<file path="src/rtl/racer_pkg.sv">
// racer_pkg
// Shared definitions for the LED racer player logic.
//   NUM_PLAYERS     : number of player buttons / lanes
//   PLAYER_*        : player index constants (green, red, blue, yellow)
//   arb_state_t     : move arbiter FSM states
package racer_pkg;

    localparam int unsigned NUM_PLAYERS = 4;

    localparam logic [1:0] PLAYER_GREEN  = 2'd0;
    localparam logic [1:0] PLAYER_RED    = 2'd1;
    localparam logic [1:0] PLAYER_BLUE   = 2'd2;
    localparam logic [1:0] PLAYER_YELLOW = 2'd3;

    typedef enum logic {
        IDLE,
        GRANT
    } arb_state_t;

endpackage

</file>
<file path="src/rtl/rr_priority_picker.sv">
// rr_priority_picker
// Combinational round-robin picker. It scans the request vector upward
// from rr_ptr, wrapping modulo NUM_PLAYERS, and returns the first set bit.
//   req    : in  request vector, one bit per player
//   rr_ptr : in  index where the scan starts
//   found  : out at least one request is set
//   winner : out index of the selected request (0 when found=0)
module rr_priority_picker
    import racer_pkg::*;
(
    input  logic [NUM_PLAYERS-1:0] req,
    input  logic [1:0]             rr_ptr,
    output logic                   found,
    output logic [1:0]             winner
);

    logic [1:0] idx;

    always_comb begin
        found  = 1'b0;
        winner = '0;
        idx    = '0;
        for (int unsigned k = 0; k < NUM_PLAYERS; k++) begin
            idx = rr_ptr + 2'(k);
            if (!found && req[idx]) begin
                found  = 1'b1;
                winner = idx;
            end
        end
    end

endmodule

</file>
<file path="src/rtl/player_move_arbiter.sv">
// player_move_arbiter
// Queues debounced button presses in per-player saturating counters and
// grants them as one-cycle move pulses in round-robin order, starting on
// each rising edge of update_frame.
//   clk, reset          : system clock, synchronous active-high reset
//   update_frame        : frame-boundary level; rising edge starts a grant burst
//   enable              : race screen active; 0 flushes counters, ignores presses
//   btn_green..yellow   : debounced button levels, players 0..3
//   move_green..yellow  : one-cycle grant pulse per player (mutually exclusive)
//   grant_valid         : high when any move_* pulse is high
//   grant_id            : index of the granted player, 0 when idle
//   drop_press          : per-player pulse when a press hit a saturated counter
//   pending_any         : registered "any counter non-zero" (one cycle lag)
module player_move_arbiter
    import racer_pkg::*;
#(
    parameter int unsigned MAX_PENDING      = 3,
    parameter int unsigned GRANTS_PER_FRAME = 1
) (
    input  logic       clk,
    input  logic       reset,
    input  logic       update_frame,
    input  logic       enable,
    input  logic       btn_green,
    input  logic       btn_red,
    input  logic       btn_blue,
    input  logic       btn_yellow,
    output logic       move_green,
    output logic       move_red,
    output logic       move_blue,
    output logic       move_yellow,
    output logic       grant_valid,
    output logic [1:0] grant_id,
    output logic [3:0] drop_press,
    output logic       pending_any
);

    localparam int unsigned    CW        = $clog2(MAX_PENDING + 1);
    localparam logic [CW-1:0]  PEND_MAX  = CW'(MAX_PENDING);
    localparam logic [CW-1:0]  PEND_ONE  = CW'(1);
    localparam logic [2:0]     GCNT_LAST = 3'(GRANTS_PER_FRAME);

    logic [NUM_PLAYERS-1:0] btn;
    logic [NUM_PLAYERS-1:0] btn_q;
    logic [NUM_PLAYERS-1:0] press;
    logic                   frame_q;
    logic                   fe;

    logic [CW-1:0]          pending     [NUM_PLAYERS];
    logic [CW-1:0]          pending_nxt [NUM_PLAYERS];
    logic [NUM_PLAYERS-1:0] req;
    logic [NUM_PLAYERS-1:0] req_nxt;
    logic [NUM_PLAYERS-1:0] drop_nxt;

    arb_state_t             state;
    arb_state_t             state_nxt;
    logic [1:0]             rr_ptr;
    logic [1:0]             rr_ptr_nxt;
    logic [2:0]             gcnt;
    logic [2:0]             gcnt_nxt;

    logic                   found;
    logic [1:0]             winner;
    logic [NUM_PLAYERS-1:0] grant;
    logic [NUM_PLAYERS-1:0] move_q;

    assign btn = {btn_yellow, btn_blue, btn_red, btn_green};
    assign press = btn & ~btn_q;
    assign fe    = update_frame & ~frame_q;

    assign move_green  = move_q[PLAYER_GREEN];
    assign move_red    = move_q[PLAYER_RED];
    assign move_blue   = move_q[PLAYER_BLUE];
    assign move_yellow = move_q[PLAYER_YELLOW];

    always_comb begin
        for (int unsigned i = 0; i < NUM_PLAYERS; i++) begin
            req[i] = (pending[i] != '0);
        end
    end

    rr_priority_picker u_picker (
        .req    (req),
        .rr_ptr (rr_ptr),
        .found  (found),
        .winner (winner)
    );

    // Grant for this cycle, derived from registered counters only so the
    // counter update and the FSM can both consume it without a loop.
    always_comb begin
        grant = '0;
        if (state == GRANT && enable && found) begin
            grant[winner] = 1'b1;
        end
    end

    // Counter update. A press coinciding with a grant to the same player
    // cancels out, so a saturated counter holds without dropping.
    always_comb begin
        drop_nxt = '0;
        for (int unsigned i = 0; i < NUM_PLAYERS; i++) begin
            pending_nxt[i] = pending[i];
            if (!enable) begin
                pending_nxt[i] = '0;
            end else if (press[i] && !grant[i]) begin
                if (pending[i] < PEND_MAX) begin
                    pending_nxt[i] = pending[i] + PEND_ONE;
                end else begin
                    drop_nxt[i] = 1'b1;
                end
            end else if (grant[i] && !press[i]) begin
                pending_nxt[i] = pending[i] - PEND_ONE;
            end
            req_nxt[i] = (pending_nxt[i] != '0);
        end
    end

    always_comb begin
        state_nxt  = state;
        rr_ptr_nxt = rr_ptr;
        gcnt_nxt   = gcnt;
        case (state)
            IDLE: begin
                if (enable && fe && (|req)) begin
                    state_nxt = GRANT;
                    gcnt_nxt  = '0;
                end
            end
            GRANT: begin
                if (!enable || !found) begin
                    state_nxt = IDLE;
                end else begin
                    rr_ptr_nxt = winner + 2'd1;
                    gcnt_nxt   = gcnt + 3'd1;
                    if (gcnt_nxt == GCNT_LAST || !(|req_nxt)) begin
                        state_nxt = IDLE;
                    end
                end
            end
            default: state_nxt = IDLE;
        endcase
    end

    always_ff @(posedge clk) begin
        if (reset) begin
            btn_q       <= '1;
            frame_q     <= 1'b1;
            pending     <= '{default: '0};
            state       <= IDLE;
            rr_ptr      <= '0;
            gcnt        <= '0;
            move_q      <= '0;
            grant_valid <= 1'b0;
            grant_id    <= '0;
            drop_press  <= '0;
            pending_any <= 1'b0;
        end else begin
            btn_q       <= btn;
            frame_q     <= update_frame;
            pending     <= pending_nxt;
            state       <= state_nxt;
            rr_ptr      <= rr_ptr_nxt;
            gcnt        <= gcnt_nxt;
            move_q      <= grant;
            grant_valid <= |grant;
            grant_id    <= (|grant) ? winner : 2'd0;
            drop_press  <= drop_nxt;
            pending_any <= |req;
        end
    end

endmodule

</file>
<file path="config.mk">
export PLATFORM = sky130hd
export DESIGN_NAME = player_move_arbiter
export DESIGN_NICKNAME = d
export VERILOG_FILES = /design/src/rtl/racer_pkg.sv /design/src/rtl/rr_priority_picker.sv /design/src/rtl/player_move_arbiter.sv
export SDC_FILE = /design/constraint.sdc
export NUM_CORES = 1
export LEC_CHECK = 0
export ABC_AREA = 1
export BUFFER_PORTS_ARGS = -buffer_cell sky130_fd_sc_hd__buf_4
export CAP_MARGIN = 10
export CORE_AREA = 2 2 72 74
export CTS_CLUSTER_DIAMETER = 50
export DETAILED_ROUTE_END_ITERATION = 10
export DIE_AREA = 0 0 74 76
export HOLD_SLACK_MARGIN = 0.03
export SLEW_MARGIN = 15
export SYNTH_ARGS = -nofsm -noshare
export SYNTH_HDL_FRONTEND = slang
export SYNTH_SLANG_ARGS = --single-unit
</file>
<file path="constraint.sdc">
create_clock -name clk -period 5 [get_ports clk]
set_input_delay 1 -clock clk [delete_from_list [all_inputs] [get_ports clk]]
set_output_delay 1 -clock clk [all_outputs]
set_load 0.01 [all_outputs]
</file>
==> results.json <==
{
  "cts_resized": 0,
  "cts_hold_buf": 0,
  "critPathBufInv": 5,
  "synth_ff_type": "dfxtp_1",
  "total_power_mw": 0.560,
  "dp_worst_setup_slack_ps": 1800,
  "relSlewSlack_pct": 55.9,
  "diodes": 0,
  "fin_area_um2": 2200,
  "hpwl_mm": 3.16,
  "rows": 26,
  "final_max_slew_viol_count": 0,
  "drt-pass1-iter-count": 6,
  "cp_common_cell": "nand2_1",
  "vias": 1631,
  "cts_buffer_depth": 2,
  "io_pins": 20,
  "crit_required_ps": 5160,
  "drtAntennaViolNets": 0,
  "critical_path_peak_fanout": 6,
  "die_h_um": 76,
  "synth_top_area_cell": "dfxtp_1",
  "hold_violations": 0,
  "hp-class": "flip-flop to flip-flop",
  "ys_ff_latch": 31,
  "clkLatencyLatePin_ps": 280,
  "start_util_pct": 38.7,
  "place_area_um2": 2100,
  "clockRootBuffer": "clkbuf_8",
  "critPathSlowestCell": "a221oi_1",
  "synth.area.top_cells": "dfxtp_1 (33%), ha_1 (14%), nand2_1 (11%), inv_1 (8.3%), nor2_1 (6.5%)",
  "syn_nets": 295,
  "drc": 0,
  "grt_pass1_wl_mm": 7.11,
  "chipWidth_um": 74,
  "fin_crit_ps": 3250,
  "wirelength_mm": 4.09,
  "synth_most_common_cell": "nand2_1",
  "setup_violations": 0,
  "grt_usage_pct": 16.3,
  "max_freq_ghz": 0.307,
  "ys_seq_area_share_pct": 32.7,
  "syn_inst": 265,
  "crit_cells": 25,
  "final_layout_size_suffix_gt1_share_pct": 15.4,
  "drt-initial-drc-count": 132,
  "path_clk_slew_ps": 70,
  "grt_pass1_vias": 1532,
  "netlist_area_um2": 1900,
  "synth_edf_count": 0,
  "max-vdd-ir-drop_mv": 0.0948,
  "coreArea_um2": 4910,
  "io_buffer_count": 19,
  "cts_buffers": 5,
  "yosysWarningCount": 0,
  "cp_data_arrival_time_ps": 3420,
  "die-area_um2": 5620,
  "final_util_pct": 44.8,
  "async_flop_share_pct": 0,
  "worstSetupStartpointType": "flip-flop",
  "setup_slack_ps": 1750,
  "fin_crit_sh_pct": 65.1,
  "drt-vias-per-instance": 4.58,
  "instances_no_fill": 356,
  "antenna_found_initial": 0,
  "syn2layout_area_growth_pct": 15.9,
  "cts_sinks": 31,
  "p_per_area_nw_per_um2": 254,
  "tns_ps": 0,
  "synth_commonest_cells": "nand2_1 (57), inv_1 (42), nor2_1 (33), dfxtp_1 (31), nand3_1 (24)",
  "grt_setup_unrepaired": "false",
  "crit_path_end_kind": "flip-flop",
  "leakage_nw": 1.12,
  "worst-setup-path-type": "flip-flop to flip-flop",
  "place.gp.congestion": 0.894,
  "netlist.area_leader.share_pct": 32.7,
  "placed_cells": 349,
  "wl_per_cell_um": 11.5,
  "whs_ps": 486,
  "max_stage_delay_ps": 580,
  "maxCapViolCount": 0,
  "globalRouteOverflowTotal": 0,
  "grt_max_degree": 18,
  "cts_max_level": 2,
  "reg2reg_depth": 25,
  "cts_tree": "done",
  "tightest_slew_ps": 661,
  "ys_types": 29,
  "fin_skew_ps": 4.23,
  "holdPathStages": 2,
  "avgSynthCellArea_um2": 7.17,
  "final_net_count": 316,
  "status": "completed",
  "cp_top_family": "simple AND/OR/NAND/NOR gates",
  "post_cts_buffers": 0
}
[report_power, final]
| part | switching [mW] | total (mW) | internal (mW) |
|---|---|---|---|
| clock network | 0.0908 | 0.237 | 0.146 |
| logic | 0.0451 | 0.0692 | 0.0241 |
| registers | 0.00224 | 0.254 | 0.252 |
| total | 0.138 | 0.560 | 0.422 |
[state kept, by name, indices dropped and copies added, names as in the netlist]
name / count
pending_any: 1
pending: 8
frame_q: 1
drop_press: 4
btn_q: 4
state: 1
move_q: 4
rr_ptr: 2
grant_valid: 1
gcnt: 3
grant_id: 2
[final timing paths]
kind | startpoint | slack (ps) | to
hold / removal | gcnt[1] | 490 | gcnt[1]
hold reg to reg | gcnt[1] | 490 | gcnt[1]
setup reg to reg | pending[0] | 1750 | state
setup / recovery | pending[0] | 1750 | state
[kinds of logic (layout without fill, tap and decap cells)]
kind of cell,count (synthesis),in the layout,share of synthesized area [%]
adder cells (fa/ha/maj),22,22,14.5
XOR/XNOR,2,2,0.922
flip-flops,31,31,32.7
AO/OA/AOI/OAI,14,14,4.28
AND/OR/NAND/NOR,144,144,36.6
buffers and inverters,52,73,11.0
[routing by layer]
layer | GRT usage [%] | wire, um
met4 | 6.18 | 59
met3 | 4.10 | 154
met1 | 20.8 | 1930
met5 | 0 | 0
met2 | 26.3 | 1950
[layout by cell type, fill, tap and decap left out, types with 2 or more instances in the layout]
master and instances:
nor2_2 3, nand3_2 2, inv_1 42, buf_4 19
nor4_1 2, nand2_1 57, nand3_1 24, o21ai_1 2
dfxtp_1 31, o21ai_0 3, inv_2 2, nand2_2 6
clkbuf_8 5, ha_1 22, nand3_4 3, xor2_1 2
nor3b_1 4, nand4_1 8, nor2_1 33, clkinv_1 2
a21oi_1 5
[final cells by class]
cell class	count	area (um2)
fill	496	2710
multi-input combinational	182	1070
sequential	31	621
inverter	47	179
timing repair buffer	19	143
tap	70	87.6
clock buffer	6	72.6
clock inverter	1	30.0
[tightest hold or removal path, cell delays in order, from the launching register on]
cell	delay, ps
dfxtp_1	320
nand2_1	60
a21oi_1	50
Note: power is estimated with default switching activity, not from simulation.
